### src/rtl/capture_scheduler.sv
// capture_scheduler: sequences one capture run between the 12-bit ADC reader
// and the Arduino writer. ADC requests are paced by a programmable interval,
// returned samples are buffered in a FIFO, and the FIFO is drained to the
// writer while collection is still in progress. A run can be aborted at any
// time, and per-run progress counters are left readable afterwards.
//
// Ports:
//   clk, rst           system clock, asynchronous active-low reset
//   start, abort       run control (start accepted only when idle)
//   num_samples        conversions per run, latched at start
//   interval           clk cycles between adc_start pulses, latched at start
//   adc_start/_done    ADC reader handshake, adc_data returned sample
//   ard_start/_done    Arduino writer handshake, ard_data outgoing sample
//   busy, done         run in progress / one-cycle normal completion pulse
//   overflow           sticky: a sample was dropped this run
//   collected          conversions completed this run
//   transmitted        samples acknowledged by the writer this run
module capture_scheduler #(
   parameter int unsigned SAMPLE_W   = 12,
   parameter int unsigned DEPTH      = 128,  // power of two, at least 2
   parameter int unsigned CNT_W      = 7,
   parameter int unsigned INTERVAL_W = 16
) (
   input  logic                  clk,
   input  logic                  rst,
   input  logic                  start,
   input  logic                  abort,
   input  logic [CNT_W-1:0]      num_samples,
   input  logic [INTERVAL_W-1:0] interval,
   output logic                  adc_start,
   input  logic                  adc_done,
   input  logic [SAMPLE_W-1:0]   adc_data,
   output logic                  ard_start,
   output logic [SAMPLE_W-1:0]   ard_data,
   input  logic                  ard_done,
   output logic                  busy,
   output logic                  done,
   output logic                  overflow,
   output logic [CNT_W-1:0]      collected,
   output logic [CNT_W-1:0]      transmitted
);

   localparam int unsigned PTR_W  = $clog2(DEPTH);
   localparam int unsigned FCNT_W = PTR_W + 1;

   typedef enum logic [1:0] {StIdle, StRun, StFin} state_e;

   state_e                state_q, state_d;
   logic [CNT_W-1:0]      n_q, n_d;
   logic [CNT_W-1:0]      collected_q, collected_d;
   logic [CNT_W-1:0]      transmitted_q, transmitted_d;
   logic [INTERVAL_W-1:0] interval_q, interval_d;
   logic [INTERVAL_W-1:0] timer_q, timer_d;
   logic                  adc_pend_q, adc_pend_d;
   logic                  ard_pend_q, ard_pend_d;
   logic [PTR_W-1:0]      wr_ptr_q, wr_ptr_d;
   logic [PTR_W-1:0]      rd_ptr_q, rd_ptr_d;
   logic [FCNT_W-1:0]     count_q, count_d;
   logic                  adc_start_q, adc_start_d;
   logic                  ard_start_q, ard_start_d;
   logic [SAMPLE_W-1:0]   ard_data_q, ard_data_d;
   logic                  busy_q;
   logic                  done_q, done_d;
   logic                  overflow_q, overflow_d;
   logic                  push, pop;
   logic [SAMPLE_W-1:0]   mem_q [DEPTH];

   always_comb begin
      state_d       = state_q;
      n_d           = n_q;
      interval_d    = interval_q;
      timer_d       = timer_q;
      collected_d   = collected_q;
      transmitted_d = transmitted_q;
      adc_pend_d    = adc_pend_q;
      ard_pend_d    = ard_pend_q;
      wr_ptr_d      = wr_ptr_q;
      rd_ptr_d      = rd_ptr_q;
      count_d       = count_q;
      ard_data_d    = ard_data_q;
      overflow_d    = overflow_q;
      adc_start_d   = 1'b0;
      ard_start_d   = 1'b0;
      done_d        = 1'b0;
      push          = 1'b0;
      pop           = 1'b0;

      unique case (state_q)
         StIdle: begin
            if (start) begin
               if (num_samples != '0) begin
                  n_d           = num_samples;
                  interval_d    = interval;
                  collected_d   = '0;
                  transmitted_d = '0;
                  overflow_d    = 1'b0;
                  wr_ptr_d      = '0;
                  rd_ptr_d      = '0;
                  count_d       = '0;
                  // First conversion is requested together with the accept.
                  adc_start_d   = 1'b1;
                  adc_pend_d    = 1'b1;
                  timer_d       = interval;
                  state_d       = StRun;
               end else begin
                  state_d = StFin;
               end
            end
         end
         StRun: begin
            if (collected_q == n_q && !adc_pend_q && !ard_pend_q && count_q == '0) begin
               state_d = StFin;
            end else begin
               if (timer_q != '0) timer_d = timer_q - INTERVAL_W'(1);
               pop = !ard_pend_q && (count_q != '0);
               if (adc_done && adc_pend_q) begin
                  adc_pend_d = 1'b0;
                  if (collected_q != n_q) collected_d = collected_q + CNT_W'(1);
                  // A full FIFO still accepts when its head leaves this cycle.
                  if (count_q != FCNT_W'(DEPTH) || pop) push = 1'b1;
                  else overflow_d = 1'b1;
               end
               if (ard_done && ard_pend_q) begin
                  ard_pend_d    = 1'b0;
                  transmitted_d = transmitted_q + CNT_W'(1);
               end
               if (pop) begin
                  ard_data_d  = mem_q[rd_ptr_q];
                  ard_start_d = 1'b1;
                  ard_pend_d  = 1'b1;
               end
               // timer_q <= 1 means it reaches zero this cycle, so pulses land
               // exactly 'interval' cycles apart; a completing conversion frees
               // the ADC in the same cycle.
               if (timer_q <= INTERVAL_W'(1) && !adc_pend_d && collected_d < n_q) begin
                  adc_start_d = 1'b1;
                  adc_pend_d  = 1'b1;
                  timer_d     = interval_q;
               end
            end
         end
         StFin: begin
            done_d  = 1'b1;
            state_d = StIdle;
         end
         default: state_d = StIdle;
      endcase

      if (push) wr_ptr_d = wr_ptr_q + PTR_W'(1);
      if (pop)  rd_ptr_d = rd_ptr_q + PTR_W'(1);
      if (push && !pop)      count_d = count_q + FCNT_W'(1);
      else if (pop && !push) count_d = count_q - FCNT_W'(1);

      // Abort wins over everything; progress counters stay for readout.
      if (abort) begin
         state_d       = StIdle;
         adc_start_d   = 1'b0;
         ard_start_d   = 1'b0;
         done_d        = 1'b0;
         adc_pend_d    = 1'b0;
         ard_pend_d    = 1'b0;
         timer_d       = '0;
         wr_ptr_d      = '0;
         rd_ptr_d      = '0;
         count_d       = '0;
         push          = 1'b0;
         pop           = 1'b0;
         collected_d   = collected_q;
         transmitted_d = transmitted_q;
         overflow_d    = overflow_q;
         ard_data_d    = ard_data_q;
      end
   end

   always_ff @(posedge clk or negedge rst) begin
      if (!rst) begin
         state_q       <= StIdle;
         n_q           <= '0;
         interval_q    <= '0;
         timer_q       <= '0;
         collected_q   <= '0;
         transmitted_q <= '0;
         adc_pend_q    <= 1'b0;
         ard_pend_q    <= 1'b0;
         wr_ptr_q      <= '0;
         rd_ptr_q      <= '0;
         count_q       <= '0;
         adc_start_q   <= 1'b0;
         ard_start_q   <= 1'b0;
         ard_data_q    <= '0;
         busy_q        <= 1'b0;
         done_q        <= 1'b0;
         overflow_q    <= 1'b0;
      end else begin
         state_q       <= state_d;
         n_q           <= n_d;
         interval_q    <= interval_d;
         timer_q       <= timer_d;
         collected_q   <= collected_d;
         transmitted_q <= transmitted_d;
         adc_pend_q    <= adc_pend_d;
         ard_pend_q    <= ard_pend_d;
         wr_ptr_q      <= wr_ptr_d;
         rd_ptr_q      <= rd_ptr_d;
         count_q       <= count_d;
         adc_start_q   <= adc_start_d;
         ard_start_q   <= ard_start_d;
         ard_data_q    <= ard_data_d;
         busy_q        <= (state_d == StRun);
         done_q        <= done_d;
         overflow_q    <= overflow_d;
      end
   end

   // Sample storage needs no reset; validity is tracked by the pointers.
   always_ff @(posedge clk) begin
      if (push) mem_q[wr_ptr_q] <= adc_data;
   end

   assign adc_start   = adc_start_q;
   assign ard_start   = ard_start_q;
   assign ard_data    = ard_data_q;
   assign busy        = busy_q;
   assign done        = done_q;
   assign overflow    = overflow_q;
   assign collected   = collected_q;
   assign transmitted = transmitted_q;

endmodule

### config.mk
export PLATFORM = sky130hd
export DESIGN_NAME = capture_scheduler
export DESIGN_NICKNAME = d
export VERILOG_FILES = /design/src/rtl/capture_scheduler.sv
export SDC_FILE = /design/constraint.sdc
export NUM_CORES = 2
export LEC_CHECK = 0
export ABC_AREA = 0
export CAP_MARGIN = 40
export CORE_ASPECT_RATIO = 0.9
export CORE_UTILIZATION = 35
export DETAILED_ROUTE_END_ITERATION = 8
export GPL_ROUTABILITY_DRIVEN = 1
export PLACE_DENSITY = 0.49
export SETUP_SLACK_MARGIN = 0.02
export SYNTH_ARGS = -nofsm -noshare
export SYNTH_HDL_FRONTEND = slang
export SYNTH_SLANG_ARGS = --single-unit
### constraint.sdc
create_clock -name clk -period 3.65 [get_ports clk]
set_input_delay 0.73 -clock clk [delete_from_list [all_inputs] [get_ports clk]]
set_output_delay 0.73 -clock clk [all_outputs]
set_load 0.01 [all_outputs]
== Word-level counts from Yosys, hierarchy flattened ==
Memory sizes are Yosys's and may differ from the RTL's. A register that Yosys moved wholly into a read port is not among the register bits.
Cells that the tools add are included.

* Add/subtract/negate cells: 7
* Magnitude comparators: 2
* Equal/unequal tests: 17
* Mux-type cells: 75
* Bitwise gates (word level): 2
* Reductions and logical operators: 46

{| class="wikitable"
|+ Operators by type and width
! kind !! number
|-
| $mux W7 || 14
|-
| $mux W16 || 6
|-
| $mux W8 || 6
|-
| $mux W1 || 38
|-
| $pmux W16 S2 || 1
|-
| $add A7 B1 Y7 const B || 4
|-
| $pmux W7 S2 || 2
|-
| $reduce_bool A3 Y1 || 8
|-
| $le A16 B1 Y1 const B || 1
|-
| $reduce_bool A16 Y1 || 1
|-
| $sub A16 B1 Y16 const B || 1
|-
| $reduce_and A3 Y1 || 5
|-
| $ne A2 B2 Y1 const B || 7
|-
| $reduce_bool A4 Y1 || 3
|-
| $logic_and A1 B1 Y1 || 10
|-
| $reduce_and A5 Y1 || 2
|-
| $ne A3 B3 Y1 const B || 3
|-
| $add A8 B1 Y8 const B || 1
|-
| $logic_not A8 Y1 || 1
|-
| $mux W2 || 4
|-
| $ne A8 B8 Y1 const B || 1
|-
| $reduce_and A4 Y1 || 2
|-
| $reduce_bool A8 Y1 || 1
|-
| $sub A8 B1 Y8 const B || 1
|-
| 16 further kinds || 26
|}

* Flip-flop bits (word level): 84
* Memory bits (writable): 1,536
* Output and inout port bits: 31
* Logic and storage cells: 166
* Memories kept: 1

{| class="wikitable"
|+ Memory list
! memory !! depth !! width !! rd ports !! clocked after memory_dff !! write ports !! RTL line !! text
|-
| mem_q || 128 || 12 || 1 || 1 || 1 || 66 || <nowiki>logic [SAMPLE_W-1:0] mem_q [DEPTH];</nowiki>
|}

== Logic depth before layout (Yosys ltp) ==
* Depth after elaboration: 13
* Depth in mapped cells: 15
* Gate-level depth less buffers: 12

== Worst setup path after synthesis ==
No wires, ideal clock.

* Kind: input-to-reg
* From: in adc_done
* To: reg timer_q[10]
* Arrival time: 3.061 ns
* Required time: 3.512 ns
* Setup slack: 0.450 ns
* Stages: 13
* Path buffers: 2
* Cell sequence: nand2_1 a21oi_2 nand4_1 xnor2_1 ha_1 nand4_1 a31oi_1 nand3_1 o211ai_1 buf_2 buf_4 mux2i_1 o221ai_1

* Word-level cells in the longest chain between the ends: 11
* Elaborated cells on any way between the ends: 17

{| class="wikitable"
|+ Ends and longest elaborated chain
! what !! RTL line !! text
|-
| start, declared || 31 || <nowiki>input logic adc_done,</nowiki>
|-
| $logic_and A1 B1 Y1 * || 116 || <nowiki>if (adc_done && adc_pend_q) begin</nowiki>
|-
| branches (longest 5 deep; another with $lt A7 B7 Y1) || -- ||
|-
| $logic_and A1 B1 Y1 * || 135 || <nowiki>if (timer_q <= INTERVAL_W'(1) && !adc_pend_d && collected_d < n_q) begin</nowiki>
|-
| $mux W16 || 135 ||
|-
| $mux W16 || 111 || <nowiki>if (collected_q == n_q && !adc_pend_q && !ard_pend_q && count_q == '0) begin</nowiki>
|-
| $pmux W16 S2 || 88 || <nowiki>unique case (state_q)</nowiki>
|-
| $mux W16 || 155 || <nowiki>if (abort) begin</nowiki>
|-
| end signal, assigned || 198 || <nowiki>timer_q <= timer_d;</nowiki>
|-
| end, declared || 53 || <nowiki>logic [INTERVAL_W-1:0] timer_q, timer_d;</nowiki>
|}

Mark *: on every way between the ends. The select of a mux whose other input is x is not followed.
A chain may end at the register's enable or synchronous reset.

==> run_results.csv <==
group,metric,value,unit
global_route,gr-total-overflow,0,
logic_synthesis,ys_types,81,
sta,timing.slew.headroom,0.3775,
die,die_h,411.8,um
layout,final_area,77020,um^2
logic_synthesis,synthFlopType,"edfxtp_1",
layout,post-route-util,0.4149,
critical_path,crit_buf_inv,4,
cts,clockRootBuffer,"clkbuf_16",
critical_path,slowest_delay,0.76,ns
logic_synthesis,synth.avg_cell_area,19.82,um^2
sta,fin_ws,0.06688,ns
cts,clock_sinks,1632,
run,drv_cap,0,
cts,cts_setup_buffers,0,
routing,firstDrtPassIters,7,
logic_synthesis,synthAdderAreaFrac,0.003256,
logic_synthesis,synth_top_family_by_area,"multiplexers",
logic_synthesis,synth_compound_area_frac,0.03892,
pwr,combPwrFrac,0.070,
critical_path,path_common_cell,"buf_4",
cts,clk_pin_slew_worst_paths,0.07,ns
global_route,grt_pass1_vias,34150,
critical_path,critical_path.cell_chain,"buf_12 -> buf_4 -> buf_4 -> mux4_2 -> mux2i_1 -> o22ai_1 -> a211oi_1 -> buf_4 -> o31ai_1",
sta,period_share,0.9817,
cts,cts_tree,"done",
global_route,gr-usage-all-layers,0.1956,
worst_hold_path,hp-class,"in -> reg",
sta,rsz0062_at_grt,"no",
die,die_x,457.4,um
die,pin_count,72,
die,rows,150,
global_route,antenna_found_initial,6,
sta,finalMaxSlewViolations,0,
cts,cts.path.max_buffers,3,
global_route,grt_max_degree,81,
routing,drc,0,
cts,cts_buffers,173,
sta,worst_pin_slew,0.9337,ns
die,dieArea,188400,um^2
pwr,p_leak,24.93,nW
routing,wl,183.6,mm
place,dpl_worst_slack,-0.1093,ns
sta,finalSetupViolations,0,
logic_synthesis,synth_nets,3353,
routing,drt_iter0_markers,3407,
routing,antenna_left,0,
routing,via_per_inst,5.413,
pwr,p_sw_frac,0.2244,
critical_path,arrival,4.28,ns
layout,drive_gt1_frac,0.2609,
place,dp_hpwl,117.4,mm
critical_path,criticalPathCategory,"reg -> reg",
run_status,outcome,"complete, no violations",
pwr,p_per_area,537.2,nW/um^2
sta,skew,0.04929,ns
layout,syn2layout_area_growth,17.90,%
layout,fillers,16260,
pwr,p_sw,9.286,mW
place,portBuffers,71,
critical_path,cp-end-kind,"flip-flop",
die,start_util,0.3519,
place,place_area,71310,um^2
die,core,185600,um^2
place,gp_congestion,0.8345,
routing,wl_per_cell,29.02,um
cts,htreeDepth,4,
pwr,seqPwrFrac,0.503,
logic_synthesis,yosys.area_share.simple,0.03570,
logic_synthesis,synth_seq_cells,1632,
sta,hold_viol,0,
critical_path,cpLargestDelayFamily,"buffers and inverters",
pwr,power_frac_clock,0.427,
global_route,grt_pass1_wl,262.0,mm
logic_synthesis,synthXorXnorAreaFrac,0.004693,
logic_synthesis,syn_area,65320,um^2
sta,fin_crit,3.583,ns
routing,dr_total_vias,34260,
sta,setup_tns,0,ns
critical_path,crit_path_top_delay_cell,"dfrtp_4",
layout,nNetsFinal,3814,
sta,fmax,279.1,MHz
pwr,ir_worst_vdd,375.8,uV
pwr,cellInternalPower,32.09,mW
cts,insertion_delay,0.83,ns
logic_synthesis,ys_seq_area_frac,0.7429,
critical_path,cp_max_fo,18,
logic_synthesis,async_flop_share,0.05882,
logic_synthesis,syn_inst,3295,
logic_synthesis,ys.warnings.count,0,
critical_path,cp.required,4.35,ns
critical_path,crit_path_start_kind,"flip-flop",
logic_synthesis,synth_edf_count,1536,
logic_synthesis,synthMuxAreaShare,0.1524,
power by group through the flow:
stage | Combinational, mW | Sequential (mW) | Clock [mW]
after global routing | 3.11 | 20.8 | 18.8
after detailed placement | 2.91 | 21.2 | 0
after floorplan | 1.78 | 21.1 | 0
after CTS | 2.92 | 20.8 | 18.1
final | 2.88 | 20.8 | 17.7
after global placement | 2.90 | 21.2 | 0
registers in the layout (all words and copies together), names as in the netlist:
register,cells
mem_q,1536
interval_q,16
overflow,1
ard_start,1
wr_ptr_q,7
adc_start,1
done,1
collected,7
transmitted,7
adc_pend_q,1
busy,1
n_q,7
ard_data,12
count_q,8
rd_ptr_q,7
state_q,2
timer_q,16
ard_pend_q,1
logic make-up (layout without fill, tap and decap cells):
family,count (synthesis),count (layout)
other,0,2
DFF,1632,1632
xor gates and xnor gates,35,35
and+or+nand+nor,504,504
buffers and inverters,225,824
muxes,537,537
adders and majority gates,17,17
AOI/OAI and AO/OA,345,345
layer usage:
layer / global-route usage / share of wire / vias to the layer above / routed length (um)
met4: 0.04743 / 0.020 / 2 / 3705
met5: 0 / 0.000071 / - / 13
li1: - / - / 14560 / -
met2: 0.2903 / 0.45 / 1082 / 82040
met1: 0.2980 / 0.47 / 18400 / 86840
met3: 0.03288 / 0.060 / 212 / 11010
cell usage in the layout, fill, tap and decap left out, types with 58 or more instances in the layout:
master,Yosys,final
nor2_1,182,181
clkdlybuf4s50_1,0,58
mux4_2,275,275
buf_4,21,372
nand2_1,153,153
edfxtp_1,1536,1536
mux2i_1,154,154
dfrtp_1,96,91
mux4_1,67,67
clkbuf_16,0,175
final cells by class:
class	instances	area, um^2	area share
antenna	2	5.005	0.00006498
clock buffer	205	4492	0.05832
clock inverter	108	1189	0.01543
inverter	38	146.4	0.001901
multi-input combinational	1438	15390	0.1998
sequential	1632	48540	0.6303
tap	2432	3043	0.03951
timing repair buffer	473	4208	0.05464
path summary, 6_finish.rpt:
kind                       slack [ns]           start        endpoint  depth (start not counted)
max in group asynchronous        2.33             rst     timer_q[13]                          3
max                              0.07     rd_ptr_q[0]     ard_data[6]                          9
min reg2reg                      0.47  interval_q[15]  interval_q[15]                          2
min in group asynchronous        0.52             rst    collected[6]                          2
max reg2reg                      0.07     rd_ptr_q[0]     ard_data[6]                          9
min                              0.32    adc_data[11]   mem_q[38][11]                          1
synth_stat cells (4+ instances only):
library cell  number  area [um^2]
buf_8             12        180.2
a22oi_1           40        300.3
o21ai_1            6        30.03
a21oi_1           48        240.2
clkbuf_1          51        191.4
and2_1            19        118.9
o21ai_0           41        205.2
buf_4             21        157.7
buf_12             9        180.2
buf_1              8        30.03
nand3_1           30        150.1
or3_1              6        37.54
a211oi_1          19        142.6
xor2_1            13        113.9
mux4_2           275         6193
buf_6             21        236.5
buf_2             62        310.3
nor2b_1           12        75.07
a311oi_1           4        35.03
xnor2_1           22        192.7
nand4_1           14        87.58
a22o_1             9        78.83
inv_1             35        131.4
nor3_1            25        125.1
nand2_1          153        574.3
o31ai_1           25        187.7
o221ai_1          34        297.8
a31oi_1           18        112.6
mux4_1            67         1760
nor2_1           182        683.2
and3_1             5        31.28
nor4_1            15        93.84
edfxtp_1        1536        46120
a221oi_1          39        341.6
o211ai_1           9        67.56
or2_2              4        25.02
nand2b_1          11        68.82
o22ai_1           16        100.1
or4_1              6        45.04
mux2_2            41        461.7
mux2i_1          154         1541
dfrtp_1           96         2402
ha_1              17        212.7
repair_timing:
action	4_1_cts	5_1_grt
endpoints found under the hold margin	30	0
hold buffers	1	0
gates resized for setup	0	1
endpoints found under the setup margin	0	15
per-stage QoR:
step	total power, mW	hold WS, ns	instances
4_1_cts	41.84	0.2785	6326
3_3_place_gp	24.11	0.4649	6007
5_1_grt	42.69	0.2932	6327
6_report	41.37	0.3247	6328
2_1_floorplan	22.89	0.4344	3295
3_5_place_dp	24.12	0.4658	6012
Power figures use the tool's default switching activity.
